===== src/rtl/ballplayer_pkg.sv =====
// Shared ballplayer definitions: hand FSM encoding, velocity typing and screen
// geometry used by both the hand-control and ball-physics stages.
package ballplayer_pkg;

  localparam int ROW_W   = 9;
  localparam int VEL_W   = 8;
  localparam int WIDE_W  = VEL_W + 2;
  localparam int SUM_W   = 11;
  localparam int SPEED_W = 8;

  localparam logic [ROW_W-1:0] BALL_FLOOR_Y = 9'd309;

  typedef enum logic [1:0] {
    ST_IDLE,
    ST_UP,
    ST_DOWN,
    ST_COAST
  } hand_state_t;

  typedef logic signed [VEL_W-1:0]  vel_t;
  typedef logic signed [WIDE_W-1:0] vel_wide_t;
  typedef logic signed [SUM_W-1:0]  sum_t;

  // Downward strike speed handed to the ball stage; upward motion strikes nothing.
  function automatic logic [SPEED_W-1:0] strike_speed(input vel_t v, input int shift);
    logic [15:0] mag;
    mag = {8'd0, v} << shift;
    if (v <= 0) return '0;
    return (mag > 16'd255) ? 8'hFF : mag[7:0];
  endfunction

endpackage


===== src/rtl/hand_control_btn_debounce.sv =====
// Button conditioner: two-flop synchronizer, history flop, accepted level and
// a one-tick pulse on each accepted rising edge.
module btn_debounce (
  input  logic clk_out,
  input  logic reset,
  input  logic raw,
  output logic db,
  output logic rise
);

  logic sync1;
  logic sync2;
  logic hist;
  logic db_q;

  // NOTE: every register here is sequential state, so only non-blocking
  // assignments; blocking ones would let sync2 see this tick's sync1.
  always_ff @(posedge clk_out or negedge reset) begin
    if (!reset) begin
      sync1 <= 1'b0;
      sync2 <= 1'b0;
      hist  <= 1'b0;
      db    <= 1'b0;
      db_q  <= 1'b0;
    end else begin
      sync1 <= raw;
      sync2 <= sync1;
      hist  <= sync2;
      // Accept only a level seen on two consecutive ticks.
      if (sync2 == hist && sync2 != db) db <= sync2;
      db_q  <= db;
    end
  end

  assign rise = db & ~db_q;

endmodule


===== src/rtl/hand_control.sv =====
// Paddle motion generator: debounced up/down buttons drive accelerate/coast/clamp
// dynamics. Define HAND_SWING_EN to enable the swing (strike) button with cooldown.
module hand_control
  import ballplayer_pkg::*;
#(
  parameter logic [8:0] MIN_Y          = 9'd40,
  parameter logic [8:0] MAX_Y          = 9'd300,
  parameter logic [8:0] HOME_Y         = 9'd200,
  parameter logic [7:0] ACCEL          = 8'd2,
  parameter logic [7:0] FRICTION       = 8'd1,
  parameter logic [7:0] VMAX           = 8'd24,
  parameter int         VSHIFT         = 2,
  parameter logic [5:0] SWING_COOLDOWN = 6'd16
) (
  input  logic       clk_out,
  input  logic       reset,
  input  logic       btn_up,
  input  logic       btn_down,
  input  logic       swing_btn,
  input  logic       freeze,
  output logic [8:0] handline,
  output logic [7:0] hand_velocity
);

  // The hand may never be placed on or below the ball floor.
  localparam logic [ROW_W-1:0] FLOOR_LIMIT =
    (MAX_Y < BALL_FLOOR_Y) ? MAX_Y : BALL_FLOOR_Y - 9'd1;

  localparam vel_wide_t ACCEL_W    = vel_wide_t'({2'b00, ACCEL});
  localparam vel_wide_t FRICTION_W = vel_wide_t'({2'b00, FRICTION});
  localparam vel_wide_t VMAX_W     = vel_wide_t'({2'b00, VMAX});
  localparam sum_t      MIN_S      = sum_t'({2'b00, MIN_Y});
  localparam sum_t      MAX_S      = sum_t'({2'b00, FLOOR_LIMIT});

  logic up_db;
  logic down_db;
  logic unused_up_rise;
  logic unused_down_rise;
  logic swing_go;

  btn_debounce u_up (
    .clk_out (clk_out),
    .reset   (reset),
    .raw     (btn_up),
    .db      (up_db),
    .rise    (unused_up_rise)
  );

  btn_debounce u_down (
    .clk_out (clk_out),
    .reset   (reset),
    .raw     (btn_down),
    .db      (down_db),
    .rise    (unused_down_rise)
  );

`ifdef HAND_SWING_EN
  logic       swing_rise;
  logic       unused_swing_db;
  logic [5:0] cooldown;

  btn_debounce u_swing (
    .clk_out (clk_out),
    .reset   (reset),
    .raw     (swing_btn),
    .db      (unused_swing_db),
    .rise    (swing_rise)
  );

  assign swing_go = swing_rise && (cooldown == '0) && !freeze;

  // Cooldown runs through freeze so a frozen hand still re-arms on schedule.
  always_ff @(posedge clk_out or negedge reset) begin
    if (!reset)                cooldown <= '0;
    else if (swing_go)         cooldown <= SWING_COOLDOWN;
    else if (cooldown != '0)   cooldown <= cooldown - 6'd1;
  end
`else
  localparam logic [5:0] unused_cooldown = SWING_COOLDOWN;
  logic unused_swing;

  assign unused_swing = swing_btn;
  assign swing_go     = 1'b0;
`endif

  hand_state_t      state;
  hand_state_t      state_n;
  vel_t             vel;
  vel_t             vel_n;
  logic [ROW_W-1:0] pos;
  logic [ROW_W-1:0] pos_n;
  logic [7:0]       speed_n;
  vel_wide_t        vel_ext;
  vel_wide_t        trial;
  sum_t             sum;
  logic             move_up;
  logic             move_down;

  // Both buttons together cancel out and count as no button.
  assign move_up   = up_db & ~down_db;
  assign move_down = down_db & ~up_db;

  // NOTE: every variable gets a default at the top of this block so no path
  // leaves one unassigned, which would infer a latch.
  always_comb begin
    vel_ext = {{(WIDE_W-VEL_W){vel[VEL_W-1]}}, vel};
    trial   = '0;
    pos_n   = pos;
    vel_n   = '0;
    state_n = ST_IDLE;

    if (swing_go) begin
      trial = VMAX_W;
    end else if (move_up) begin
      trial = vel_ext - ACCEL_W;
      if (trial < -VMAX_W) trial = -VMAX_W;
    end else if (move_down) begin
      trial = vel_ext + ACCEL_W;
      if (trial > VMAX_W) trial = VMAX_W;
    end else if (state != ST_IDLE) begin
      if (vel_ext > FRICTION_W)       trial = vel_ext - FRICTION_W;
      else if (vel_ext < -FRICTION_W) trial = vel_ext + FRICTION_W;
      else                            trial = '0;
    end

    sum = sum_t'({2'b00, pos}) + sum_t'({trial[WIDE_W-1], trial});

    // Hitting a wall kills the velocity, even while the button stays held.
    if (sum < MIN_S) begin
      pos_n = MIN_Y;
      vel_n = '0;
    end else if (sum > MAX_S) begin
      pos_n = FLOOR_LIMIT;
      vel_n = '0;
    end else begin
      pos_n = sum[ROW_W-1:0];
      vel_n = trial[VEL_W-1:0];
    end

    if (swing_go || move_down) state_n = ST_DOWN;
    else if (move_up)          state_n = ST_UP;
    else if (vel_n != '0)      state_n = ST_COAST;
    else                       state_n = ST_IDLE;

    if (freeze) begin
      pos_n   = pos;
      vel_n   = '0;
      state_n = ST_IDLE;
    end

    speed_n = strike_speed(vel_n, VSHIFT);
  end

  always_ff @(posedge clk_out or negedge reset) begin
    if (!reset) begin
      state         <= ST_IDLE;
      vel           <= '0;
      pos           <= HOME_Y;
      hand_velocity <= '0;
    end else begin
      state         <= state_n;
      vel           <= vel_n;
      pos           <= pos_n;
      hand_velocity <= speed_n;
    end
  end

  assign handline = pos;

endmodule


===== config.mk =====
export PLATFORM = sky130hd
export DESIGN_NAME = hand_control
export DESIGN_NICKNAME = d
export VERILOG_FILES = /design/src/rtl/ballplayer_pkg.sv /design/src/rtl/hand_control_btn_debounce.sv /design/src/rtl/hand_control.sv
export SDC_FILE = /design/constraint.sdc
export NUM_CORES = 1
export LEC_CHECK = 0
export BUFFER_PORTS_ARGS = -buffer_cell sky130_fd_sc_hd__buf_4
export CORE_UTILIZATION = 45
export CTS_CLUSTER_DIAMETER = 80
export DETAILED_ROUTE_END_ITERATION = 12
export PLACE_DENSITY_LB_ADDON = 0.3
export SLEW_MARGIN = 10
export SYNTH_ARGS = -nofsm -noshare
export SYNTH_HDL_FRONTEND = slang
export SYNTH_SLANG_ARGS = --single-unit

===== constraint.sdc =====
create_clock -name clk_out -period 9.25 [get_ports clk_out]
set_clock_uncertainty 0.1 [all_clocks]
set_input_delay 0.925 -clock clk_out [delete_from_list [all_inputs] [get_ports clk_out]]
set_output_delay 0.925 -clock clk_out [all_outputs]
set_load 0.005 [all_outputs]

==> results.cfg, run 1 <==
[floorplanning]
chipWidth_um = 83.3
rows = 29
die_area_um2 = 6940
ios = 23
start_util = 0.468
core_um2 = 6350
die_h_um = 83.3

[clocking]
cts_tree = yes
cts_buffer_depth = 2
cts_resized = 0
cts-root-buf = clkbuf_8
cts_buffers = 5
h-tree-depth = 2
numClockSinks = 34
clk_latency_ps = 290
clkSlewWorstSetupHoldPaths_ps = 70
postCtsSetupBuffers = 0
holdBufCountCts = 0

[worst_setup_path]
r2r-start = vel[3]
worst_setup_path_end_kind = flip-flop
critPathKind = flip-flop to flip-flop
cp.arrival_ps = 6590
cp-start-kind = flip-flop
cp_max_fo = 21
required_ps = 9340
startpoint = vel[3]

[synthesis]
syn_area_per_cell_um2 = 8.62
synth_area_um2 = 2970
synth_common_cells = dfrtp_1 (31), inv_1 (25), nor2_1 (24)
synth_edf_count = 0
yosysWarningCount = 0
syn_nets = 370
synth_area_leader_cell = dfrtp_1
synth-seq-area-share = 0.287
synthTopCellsByArea = dfrtp_1 (26%), ha_1 (7.6%), o21ai_0 (3.9%)
yosysTopAreaCellShare = 0.261
yosysMostFrequentCell = dfrtp_1
ys_seq_elements = 34
async_reset_ff_frac = 1.00
ys_types = 75
synth_flop_cell = dfrtp_1
netlist_instances = 345

[cells_and_area]
area_growth_pct = 8.63
multiInputGateArea_um2 = 1940
drive_gt1_frac = 0.142
regArea_um2 = 855
n_fill_cell = 585
design.final.nets = 382
antenna_cells = 0

[run_status]
status = complete, no violations

[grt]
antenna_found_initial = 0
overflow = 0
grt_pass1_wl_um = 12600
grt_usage = 0.225
grt_start_max_net_pins = 35
grt_pass1_vias = 2534

[timing]
tightest_slew_ps = 954
setup-tns-final_ps = 0
finalSetupViolCount = 0
whs_ps = 247
min_period_over_period = 0.702
layout_min_cycle_time_ps = 6490
slew_headroom = 0.348
hold_viol_final = 0
fmax_ghz = 0.154
maxSlewViolCount = 0
rsz0062_at_grt = no

[worst_hold_path]
hold_path_class = flip-flop to flip-flop
min_from = u_up.sync1

[placement]
portBuffers = 21
place_hpwl_um = 5480
gp_congestion = 0.916

[route]
wl_um = 7460
remaining_drc_errors = 0
dr.pass1.iters = 5
first_iter_violations = 271
postRouteAntennaNets = 0
routedWlPerCell_um = 17.2
vias = 2761
viasPerCell = 6.35

[run]
maxCapViolations = 0
## layer usage
metal  track usage  up-vias  part of all wire
li1              -     1306                 -
met1         0.330     1328              0.47
met2         0.339      111              0.45
met3        0.0288       16             0.061
met4        0.0799        0             0.021
met5             0        -                 0
## path summary, 6_finish.rpt
kind / to / slack, ps / cells after the start
worst max-delay path: state[0] / 2760 / 21
worst min-delay path: u_up.sync2 / 250 / 0
worst max register to register: state[0] / 2760 / 21
worst min register to register: u_up.sync2 / 250 / 0
max in group asynchronous: handline[7] / 8240 / 1
min in group asynchronous: handline[5] / 470 / 1
## final cells by class
| cell class | count | area share |
|---|---|---|
| inverter | 25 | 0.0291 |
| timing repair buffer | 21 | 0.0488 |
| clock buffer | 7 | 0.0267 |
| tap | 77 | 0.0298 |
| clock inverter | 1 | 0.00155 |
| sequential | 34 | 0.265 |
| multi-input combinational | 270 | 0.599 |
## worst max-delay path: stages, from the launching register on
cell,delay [ps]
dfrtp_1,610
or3_1,520
nor2_1,110
nor2_1,50
o21ai_0,190
a22oi_1,120
a211o_1,310
ha_1,330
nor2_1,80
and3_1,210
a2111oi_0,750
nor2_1,310
inv_1,180
ha_1,320
a2111oi_0,370
o21ai_1,200
a31oi_1,320
o221ai_1,190
o21bai_1,240
a211oi_4,510
o311ai_0,250
o221ai_1,130
## flip-flops by register name, indices dropped and copies added (netlist names)
signal         cells
u_down.sync1       1
u_up.sync2         1
u_up.db            1
u_down.sync2       1
u_down.hist        1
state              2
handline           9
u_down.db          1
u_up.hist          1
u_up.sync1         1
vel                8
hand_velocity      7
## layout by cell type (no fill, tap or decap), types with 4 or more instances in the layout
master | netlist | layout
dfrtp_1 | 31 | 31
inv_1 | 25 | 25
nor2_1 | 24 | 24
o21ai_0 | 23 | 23
a21oi_1 | 22 | 22
buf_4 | 1 | 21
nand2_1 | 20 | 20
ha_1 | 18 | 18
xnor2_1 | 10 | 10
nand2b_1 | 7 | 7
nand3_1 | 7 | 7
o211ai_1 | 6 | 6
o221ai_1 | 6 | 6
a211o_1 | 6 | 6
clkbuf_8 | 0 | 6
and3_1 | 5 | 5
and2_1 | 5 | 5
nor2b_1 | 5 | 5
nor3_1 | 5 | 5
nand4_1 | 4 | 4
o21a_1 | 4 | 4
xor2_1 | 4 | 4
a22o_1 | 4 | 4
o21ai_1 | 4 | 4
## stage by stage
step | utilization | worst slack, ps | instances | cell area (um^2)
after global placement | 0.494 | 2970 | 427 | 3140
after CTS | 0.509 | 2910 | 435 | 3230
final | 0.509 | 2760 | 435 | 3230
after global routing | 0.509 | 2330 | 435 | 3230
after detailed placement | 0.494 | 2950 | 427 | 3140
after floorplan | - | 3960 | 345 | 2970
## cells by family (layout without fill, tap and decap cells)
group | Yosys count | after routing | share of synthesized area
compound gates | 127 | 127 | 0.311
xor+xnor | 14 | 14 | 0.0412
fa+ha+maj | 21 | 21 | 0.0892
buf+inv | 41 | 54 | 0.0614
flops | 34 | 34 | 0.287
mux | 3 | 3 | 0.0101
simple gates | 105 | 105 | 0.199
Power of run 1 is not shown: default switching activity piles up to over one toggle a cycle in this logic, so the estimate is an artifact.
==> run 2, diff against run 1 <==
==> constraint.sdc (replaced) <==
create_clock -name clk_out -period 5.4 [get_ports clk_out]
set_clock_uncertainty 0.1 [all_clocks]
set_input_delay 0.54 -clock clk_out [delete_from_list [all_inputs] [get_ports clk_out]]
set_output_delay 0.54 -clock clk_out [all_outputs]
set_load 0.005 [all_outputs]
==> run 2 against run 1 <==
  * Largest cell class unchanged
  * Worst setup slack got worse by 2500 ps
  * Final cell count rose by 13%
  * Non-clock buffer count rose by 58
  * Routed wire length rose by 14%
  * Die area did not move
  * Fmax rose by 26%
  * Sequential share of layout area fell by 3.5 points
  * Cell area rose by 16%
  * Utilization rose by 8.0 points
  * Critical path depth rose by 2
  * Count of clock-buffer cells in the layout fell by 1
  * Flip-flop and latch count did not move
==> results.cfg, run 2 (synthesis gave the netlist of run 1 again) <==
[run_status]
status = complete, no violations

[placement]
gp_congestion = 0.948
portBuffers = 21
place_hpwl_um = 6500

[route]
dr.pass1.iters = 5
routedWlPerCell_um = 17.2
vias = 2956
wl_um = 8470
viasPerCell = 6.00
postRouteAntennaNets = 0
first_iter_violations = 219
remaining_drc_errors = 0

[grt]
grt_usage = 0.252
antenna_found_initial = 0
grt_pass1_wl_um = 14000
overflow = 0
grt_pass1_vias = 2796
grt_start_max_net_pins = 35

[timing]
tightest_slew_ps = 481
fmax_ghz = 0.195
min_period_over_period = 0.951
hold_viol_final = 0
layout_min_cycle_time_ps = 5140
slew_headroom = 0.676
finalSetupViolCount = 0
maxSlewViolCount = 0

[floorplanning]
ios = 23
chipWidth_um = 83.3
start_util = 0.468
die_h_um = 83.3
rows = 29
core_um2 = 6350
die_area_um2 = 6940

[worst_setup_path]
worst_setup_path_end_kind = flip-flop
cp_max_fo = 8
path_buf_inv = 4
worst_path_max_delay_cell = dfrtp_2
startpoint = vel[2]
r2r-start = vel[2]
critPathKind = flip-flop to flip-flop
cp_top_family = compound AO/OA/AOI/OAI gates
cp-start-kind = flip-flop
crit_chain = buf_4 > ha_1 > and2_1 > nand2_1 > xor2_1 > nand2_1 > ha_1 > a211o_1 > a21oi_2 > o21ai_0 > a221o_1 > o211ai_1 > ha_1 > a21o_1 > or4_1 > o22ai_2 > buf_4 > xnor2_1 > a31o_1 > a211oi_4 > buf_6 > buf_4 > a22o_1
cpPeakStageDelay_ps = 440
cp.arrival_ps = 5210
required_ps = 5480

[clocking]
cts_tree = yes
numClockSinks = 34
cts_buffer_depth = 2
cts-root-buf = clkbuf_8
cts_buffers = 5
clk_latency_ps = 290
clkSlewWorstSetupHoldPaths_ps = 80
h-tree-depth = 2

[cells_and_area]
largest_reg_flops = 9
drive_gt1_frac = 0.291
final_common_cell = buf_4
layout_common_cells = buf_4 (78), dfrtp_1 (29), inv_1 (25)
antenna_cells = 0
area_growth_pct = 25.7
final_core_util = 0.589
design.final.nets = 440
n_fill_cell = 551

[run]
maxCapViolations = 0

[worst_hold_path]
hold_path_class = input pin to asynchronous set/reset pin
-- run 2: worst paths after layout --
path | to | cells past startpoint | slack [ps]
setup / recovery | handline[4] | 23 | 260
hold / removal | hand_velocity[7] | 1 | 90
setup reg to reg | handline[4] | 23 | 260
hold reg to reg | u_down.sync2 | 0 | 250
max in group asynchronous | vel[2] | 1 | 4760
min in group clk_out | u_down.sync2 | 0 | 250
-- run 2: per-stage QoR --
stage / setup WS, ps / setup TNS, ps / hold slack [ps] / instance area (um^2) / std cells
5_1_grt: -28.6 / -73.7 / 122 / 3740 / 493
3_3_place_gp: 61.8 / 0 / 236 / 3530 / 479
3_5_place_dp: 21.2 / 0 / 240 / 3530 / 479
4_1_cts: 44.4 / 0 / 98.4 / 3620 / 487
6_report: 263 / 0 / 87.4 / 3740 / 493
2_1_floorplan: 111 / 0 / 144 / 2970 / 345
-- run 2: cell type report --
class                      instances  area (um^2)  area share
timing repair buffer              79          597       0.160
clock buffer                       6         82.6      0.0221
multi-input combinational        270         2000       0.535
clock inverter                     2         12.5     0.00335
inverter                          25         93.8      0.0251
tap                               77         96.3      0.0258
sequential                        34          857       0.229
-- run 2: timing repair --
item / in CTS / in global routing
endpoints found under the setup margin: 1 / 25
pin swaps: 0 / 4
buffers inserted: 0 / 6
resized for setup: 1 / 17
endpoints found under the hold margin: 0 / 0
hold buffers: 0 / 0
-- run 2: layer usage --
| layer | global-route usage | up-vias | part of all wire |
|---|---|---|---|
| li1 | - | 1428 | - |
| met1 | 0.350 | 1417 | 0.47 |
| met2 | 0.412 | 95 | 0.46 |
| met3 | 0.0378 | 16 | 0.052 |
| met4 | 0.0627 | 0 | 0.016 |
| met5 | 0 | - | 0 |
Power of run 2 is left out for the same reason.
